--- config.mk ---
export PLATFORM = sky130hd
export DESIGN_NAME = slot_request_arbiter_flat
export DESIGN_NICKNAME = d
export VERILOG_FILES = /design/src/rtl/vfu_slot_pkg.sv /design/src/rtl/slot_request_arbiter_if.sv /design/src/rtl/slot_request_arbiter_rr_select.sv /design/src/rtl/slot_request_arbiter.sv /design/src/flat_wrapper.sv
export SDC_FILE = /design/constraint.sdc
export NUM_CORES = 1
export LEC_CHECK = 0
export ABC_AREA = 1
export CORE_AREA = 4 4 170 172
export CTS_CLUSTER_SIZE = 40
export DETAILED_ROUTE_END_ITERATION = 10
export DIE_AREA = 0 0 174 176
export PLACE_DENSITY_LB_ADDON = 0.25
export SETUP_SLACK_MARGIN = 0.02
export SKIP_CTS_REPAIR_TIMING = 1
export SLEW_MARGIN = 20
export SYNTH_ARGS = -nofsm -noshare
export SYNTH_HDL_FRONTEND = slang
export SYNTH_SLANG_ARGS = --single-unit
export TNS_END_PERCENT = 100
--- constraint.sdc ---
create_clock -name clock -period 7 [get_ports clock]
set_input_delay 1.05 -clock clock [delete_from_list [all_inputs] [get_ports clock]]
set_output_delay 1.05 -clock clock [all_outputs]
set_load 0.02 [all_outputs]
--- src/rtl/vfu_slot_pkg.sv ---
// Shared types for the VFU slot request path: the slot request payload,
// its field widths and the index-width helper used by the arbiter.
package vfu_slot_pkg;

   localparam int unsigned SRC_W      = 33;
   localparam int unsigned OPCODE_W   = 4;
   localparam int unsigned MASK_W     = 4;
   localparam int unsigned VXRM_W     = 2;
   localparam int unsigned VSEW_W     = 2;
   localparam int unsigned EXEC_IDX_W = 2;
   localparam int unsigned TAG_W      = 2;

   // Everything in a request except the two source operands.
   localparam int unsigned CTRL_W = OPCODE_W + MASK_W + 4 + VXRM_W + VSEW_W
                                    + EXEC_IDX_W + TAG_W;

   typedef struct packed {
      logic [SRC_W-1:0]      src_0;
      logic [SRC_W-1:0]      src_1;
      logic [OPCODE_W-1:0]   opcode;
      logic [MASK_W-1:0]     mask;
      logic                  sign;
      logic                  reverse;
      logic                  average;
      logic                  saturate;
      logic [VXRM_W-1:0]     vxrm;
      logic [VSEW_W-1:0]     vSew;
      logic [EXEC_IDX_W-1:0] executeIndex;
      logic [TAG_W-1:0]      tag;
   } slot_req_t;

   // A single slot still needs a one-bit index field.
   function automatic int unsigned idx_width(input int unsigned n);
      return (n > 1) ? $clog2(n) : 1;
   endfunction

endpackage

--- src/rtl/slot_request_arbiter_if.sv ---
// Slot-side request bundle and VFU-side output bundle of the slot arbiter.
// The arbiter connects through the slave modport.
interface slot_request_arbiter_if
   import vfu_slot_pkg::*;
#(
   parameter int unsigned NUM_SLOTS = 4
);
   localparam int unsigned IDX_W = idx_width(NUM_SLOTS);

   logic [NUM_SLOTS-1:0] in_valid;
   logic [NUM_SLOTS-1:0] in_ready;
   slot_req_t            in_bits [NUM_SLOTS];

   logic                 out_valid;
   logic                 out_ready;
   slot_req_t            out_bits;
   logic [IDX_W-1:0]     out_chosen;

   modport master (
      output in_valid, in_bits, out_ready,
      input  in_ready, out_valid, out_bits, out_chosen
   );

   modport slave (
      input  in_valid, in_bits, out_ready,
      output in_ready, out_valid, out_bits, out_chosen
   );

endinterface

--- src/rtl/slot_request_arbiter_rr_select.sv ---
// Combinational picker: first valid index at or after ptr (rotating mode)
// or lowest valid index (fixed mode), as one-hot grant plus encoded index.
module rr_select #(
   parameter int unsigned NUM_SLOTS = 4,
   parameter int unsigned IDX_W     = 2
) (
   input  logic [NUM_SLOTS-1:0] valid,
   input  logic [IDX_W-1:0]     ptr,
   input  logic                 round_robin,
   output logic [NUM_SLOTS-1:0] grant,
   output logic [IDX_W-1:0]     index,
   output logic                 any_valid
);

   int unsigned      base;
   int unsigned      cand;
   logic [IDX_W-1:0] idx;

   always_comb begin
      // NOTE: every output and temporary gets a default before the scan so
      // each path assigns everything and no latch can be inferred.
      grant     = '0;
      index     = '0;
      any_valid = 1'b0;
      cand      = 0;
      idx       = '0;
      base      = round_robin ? 32'(ptr) : 32'd0;
      if (base >= NUM_SLOTS) base = 32'd0;

      for (int unsigned k = 0; k < NUM_SLOTS; k++) begin
         cand = base + k;
         if (cand >= NUM_SLOTS) cand = cand - NUM_SLOTS;
         idx = IDX_W'(cand);
         if (!any_valid && valid[idx]) begin
            any_valid  = 1'b1;
            grant[idx] = 1'b1;
            index      = idx;
         end
      end
   end

endmodule

--- src/rtl/slot_request_arbiter.sv ---
// N-way slot arbiter feeding one VFU through a 2-entry output queue.
// Acceptance depends only on queue occupancy, so out_ready never reaches in_ready.
module slot_request_arbiter
   import vfu_slot_pkg::*;
#(
   parameter int unsigned NUM_SLOTS   = 4,
   parameter bit          ROUND_ROBIN = 1'b1,
   parameter int unsigned SRC_W       = vfu_slot_pkg::SRC_W
) (
   input logic                   clock,
   input logic                   reset,
   slot_request_arbiter_if.slave bus
);

   localparam int unsigned IDX_W     = idx_width(NUM_SLOTS);
   localparam int unsigned PAYLOAD_W = 2 * SRC_W + CTRL_W;

   typedef struct packed {
      logic [PAYLOAD_W-1:0] payload;
      logic [IDX_W-1:0]     chosen;
   } entry_t;

   logic [NUM_SLOTS-1:0] grant;
   logic [IDX_W-1:0]     winner;
   logic [IDX_W-1:0]     rr_ptr;
   logic                 any_valid;
   logic                 space;
   logic                 push;
   logic                 pop;
   logic                 head;
   logic                 tail;
   logic [1:0]           count;
   entry_t               q_mem [2];

   rr_select #(
      .NUM_SLOTS (NUM_SLOTS),
      .IDX_W     (IDX_W)
   ) u_rr_select (
      .valid       (bus.in_valid),
      .ptr         (rr_ptr),
      .round_robin (ROUND_ROBIN),
      .grant       (grant),
      .index       (winner),
      .any_valid   (any_valid)
   );

   // A full queue refuses input even when the head leaves this cycle.
   assign space        = (count < 2'd2);
   assign bus.in_ready = grant & {NUM_SLOTS{space}};
   assign push         = any_valid & space;
   assign pop          = bus.out_valid & bus.out_ready;

   always_ff @(posedge clock or negedge reset) begin
      // NOTE: non-blocking assignments so every register samples pre-edge
      // values regardless of statement order.
      if (!reset) begin
         count <= 2'd0;
         head  <= 1'b0;
         tail  <= 1'b0;
      end else begin
         if (push) tail <= ~tail;
         if (pop)  head <= ~head;
         case ({push, pop})
            2'b10:   count <= count + 2'd1;
            2'b01:   count <= count - 2'd1;
            default: count <= count;
         endcase
      end
   end

   generate
      if (ROUND_ROBIN) begin : g_rr_ptr
         always_ff @(posedge clock or negedge reset) begin
            if (!reset) begin
               rr_ptr <= '0;
            end else if (push) begin
               rr_ptr <= (winner == IDX_W'(NUM_SLOTS - 1)) ? '0 : winner + 1'b1;
            end
         end
      end else begin : g_fixed_ptr
         assign rr_ptr = '0;
      end
   endgenerate

   // NOTE: queue storage has no reset; count alone decides which entries are live.
   always_ff @(posedge clock) begin
      if (push) begin
         q_mem[tail] <= '{payload: bus.in_bits[winner], chosen: winner};
      end
   end

   assign bus.out_valid  = (count != 2'd0);
   assign bus.out_bits   = slot_req_t'(q_mem[head].payload);
   assign bus.out_chosen = bus.out_valid ? q_mem[head].chosen : '0;

endmodule

--- src/flat_wrapper.sv ---
// flat-port wrapper written by rule: the top's interface ports become plain ports
module slot_request_arbiter_flat import vfu_slot_pkg::*;
#(
   parameter int unsigned NUM_SLOTS   = 4,
   parameter bit          ROUND_ROBIN = 1'b1,
   parameter int unsigned SRC_W       = vfu_slot_pkg::SRC_W
)
  (clock, reset, bus_in_valid, bus_in_bits, bus_out_ready, bus_in_ready, bus_out_valid, bus_out_bits, bus_out_chosen);
  slot_request_arbiter_if #(.NUM_SLOTS(NUM_SLOTS)) bus_i ();
  input logic clock;
  input logic reset;
  input wire logic [$bits(bus_i.in_valid)-1:0] bus_in_valid;
  input wire logic [$bits(bus_i.in_bits)-1:0] bus_in_bits;
  input wire logic [$bits(bus_i.out_ready)-1:0] bus_out_ready;
  output wire logic [$bits(bus_i.in_ready)-1:0] bus_in_ready;
  output wire logic [$bits(bus_i.out_valid)-1:0] bus_out_valid;
  output wire logic [$bits(bus_i.out_bits)-1:0] bus_out_bits;
  output wire logic [$bits(bus_i.out_chosen)-1:0] bus_out_chosen;
  assign bus_i.in_valid = bus_in_valid;
  assign bus_i.in_bits = {>>{bus_in_bits}};
  assign bus_i.out_ready = bus_out_ready;
  assign bus_in_ready = bus_i.in_ready;
  assign bus_out_valid = bus_i.out_valid;
  assign bus_out_bits = bus_i.out_bits;
  assign bus_out_chosen = bus_i.out_chosen;
  slot_request_arbiter #(.NUM_SLOTS(NUM_SLOTS), .ROUND_ROBIN(ROUND_ROBIN), .SRC_W(SRC_W)) u_core (.clock(clock), .reset(reset), .bus(bus_i));
endmodule
==> results <==
- Once detail routing completed, the nets flagged for antenna violations numbered 0.
- The run finished with clean final reports.
- The number of DRC markers in iteration 0 is between 700 and 800.
- In the final routed layout, each cell accounts on average for 16.5 um.
- The nature of the critical path startpoint is a flip-flop.
- Subtracting the final worst setup slack from the clock period gives 4.43 ns.
- The buffer depth of the longest clock path is 2.
- The data required time at the worst endpoint is slightly above 7 ns.
- Adding up every negative setup slack in the final design gives 0 ns.
- The via count of the first global-routing pass is 10815.
- The wire length of the first global-routing pass is around 57 mm.
- The period utilization is 63.2%.
- The cell row count is 61.
- The clock net in this run drives a total of 182 sinks.
- Of all cell types, the one taking the most synthesized area is edfxtp_1.
- The power density over cell area is just under 600 nW/um^2.
- The weighted congestion reported at the end of routability-driven placement is 0.910.
- The area growth from synthesis to layout is 43.5%.
- The number of DRC violations after detailed routing is 0.
- The worst hold path belongs to the class reg2reg.
- For this run, global-route usage on met2 was measured as 39.7%.
- The setup skew after layout is about 0.014 ns.
- TritonCTS built the clock tree.
- The synthesized design contains roughly 180 register bits.
- The filler cells instantiated in the layout total about 2400.
- The synthesized cell area is 11500 sq um.
- The count of yosys warnings during synthesis is 0.
- The number of optimization iterations in the first detailed-route pass is 8.
- In the routed layout, each cell is associated on average with a via count of about 4.9.
- The standard cell core area is 27500 sq um.
- From left edge to right edge, the die measures 174 um.
- The boundary pin count is 444.
- Global routing consumed, on the met1 layer, a little over a quarter of the routing resources.
- The total count of max-transition violations in the final report came to 0.
- CTS built an H-tree with a depth of 4.
- The final layout net count is 2259.
- The number of clock buffers added by TritonCTS is 17.
- The die area is approximately 30000 sq um.
- The portion of the post-synthesis area used by sequential elements is 47.1%.
- The final number of hold-violating endpoints came to 0.
- The count of unique library cells instantiated by Yosys is 28.
- The initial antenna violation count is 2.
- The via count of the routed design is 11116.
- Along the worst path, the maximum fanout reaches approximately 80.
- The met3 demand-to-capacity share in global routing is 7.11%.
- The total setup violations reported at the end of the flow is 0.
- The tool flagged a number of max-cap violations equal to 0.
- The gate count after technology mapping is 1520.
- The final wirelength is 37.2 mm.
- The headroom to the max-slew limit is approximately a third.
- The floorplan step set the die height to 176 um.
- The register clock-pin slew on the reported worst setup and hold paths is about 0.07 ns.
- The arrival time of the worst setup path is around 4.6 ns.
- For the pin with the worst max-slew slack, the measured transition is 1.03 ns.
- In the final layout, the share of cells above drive strength 1 is approximately 3.3%.
- Setup repair after global routing left no endpoint under its margin.
- Entering global routing, the biggest net connects 100 pins.
- The top cell type by area accounts for 45.8% of the synthesized area.
- Detailed placement finished with a half-perimeter wire length of ~26 mm.
- The finished layout cell area is between 15000 and 20000 sq um.
- The master cell of the clock root buffer is clkbuf_16.
- The worst-case IR drop observed on VDD is 0.471 mV.
- The critical path endpoint category is a flip-flop.
- The overall overflow remaining after global route is 0.
- The effective utilization at floorplan is 42.0%.
- For this design the static power due to leakage is 0.00776 uW.
- By area the synthesized netlist is led by edfxtp_1, nand2_1, nand3_1.
- Synthesis produced a netlist with a net count of 1880.
- For this run, the top clock speed supported by timing is 0.226 GHz.
- The global routing usage summed across all routing layers is 23.2%.
- The start-to-end type of the worst setup path is reg2reg.
- After global routing, the most crowded layer is met2.
- During placement, the flow inserted port buffers numbering 443.
- The cell area after placement is between 15000 and 20000 sq um.
- Clock latency on the worst-skew pair, taken at its later pin, is 0.43 ns.
- The average instance in the mapped netlist occupies ~7.6 sq um.
-- through the flow --
step	setup slack (ns)	hold WS [ns]	utilization (%)	instances	power [uW]
after detailed placement	2.32	0.521	58.2	2226	8930
after global routing	2.18	0.574	60.2	2259	10600
after global placement	2.35	0.497	58.2	2226	8800
final	2.57	0.539	60.2	2259	9780
after CTS	2.54	0.530	60.2	2258	9860
after floorplan	1.09	0.483	-	1520	6900
-- routing by layer --
layer  share of wire, %  wire length (um)  vias up
met3                9.0              3340       77
li1                   -                 -     5529
met1                 38             14200     5016
met2                 49             18100      494
met5                  0                 0        -
met4                4.3              1610        0
-- synthesized netlist by cell type (all sizes together) --
| cell | number |
|---|---|
| nand3 | 268 |
| dfrtp | 6 |
| ha | 9 |
| nor2 | 16 |
| edfxtp | 176 |
| xor2 | 2 |
| o21ai | 9 |
| a21boi | 1 |
| buf | 65 |
| inv | 284 |
| xnor2 | 1 |
| nand3b | 87 |
| clkinv | 1 |
| clkbuf | 30 |
| nand2 | 551 |
| nand4 | 4 |
| a21oi | 10 |
-- power by group --
part           switching, uW  internal (uW)  total (uW)
Sequential               209           2430        2640
Clock                    418            497         914
Combinational           4150           2080        6220
-- placed cells by master (no fill, tap or decap), types with 10 or more instances in the layout --
master,count
a21oi_1,10
buf_4,11
clkbuf_16,17
clkdlybuf4s50_1,443
edfxtp_1,176
inv_1,280
nand2_1,542
nand3_1,265
nand3b_1,87
nor2_1,13
-- worst max-delay path, stage by stage (launching register included) --
cell and delay (ns):
dfrtp_1 0.75, inv_6 0.13, ha_1 0.39, inv_1 0.16, nand3_2 0.10, nand2_2 0.17
nor2_4 0.08, nor2_1 0.17, nand2_4 0.48, nand2_4 0.83, buf_4 0.59, nand2_1 0.13
nand3_1 0.09, nand2_1 0.09
-- state kept, by name (all words and copies together), names as in the netlist --
register / count
u_core.head: 1
u_core.count: 2
u_core.q_mem: 176
u_core.tail: 1
u_core.rr_ptr: 2
-- logic make-up after synthesis --
| kind of cell | share of synthesized area [%] |
|---|---|
| AO/OA/AOI/OAI | 0.890 |
| XOR/XNOR | 0.228 |
| adder cells (fa/ha/maj) | 0.977 |
| buffers and inverters | 14.3 |
| flip-flops | 47.1 |
| AND/OR/NAND/NOR | 36.5 |
-- path summary, 6_finish.rpt --
kind,slack (ns),endpoint,start,cells past startpoint
min,0.54,u_core.count[0]$_DFFE_PN0P_,u_core.count[0]$_DFFE_PN0P_,1
max reg2reg,2.57,u_core.q_mem[0][3]$_DFFE_PP_,u_core.rr_ptr[0]$_DFFE_PN0N_,13
min in group asynchronous,0.88,u_core.count[0]$_DFFE_PN0P_,reset,1
max in group asynchronous,5.87,u_core.head$_DFFE_PN0P_,reset,1
max,2.57,u_core.q_mem[0][3]$_DFFE_PP_,u_core.rr_ptr[0]$_DFFE_PN0N_,13
min reg2reg,0.54,u_core.count[0]$_DFFE_PN0P_,u_core.count[0]$_DFFE_PN0P_,1
-- final cells by class --
type / instances / area [sq um] / share of cell area (%)
clock buffer: 19 / 433 / 2.62
inverter: 285 / 1080 / 6.54
tap: 346 / 433 / 2.62
timing repair buffer: 455 / 4540 / 27.4
clock inverter: 13 / 124 / 0.749
antenna: 1 / 2.50 / 0.0151
multi-input combinational: 958 / 4490 / 27.2
sequential: 182 / 5440 / 32.9
(Power assumes the default switching activity.)
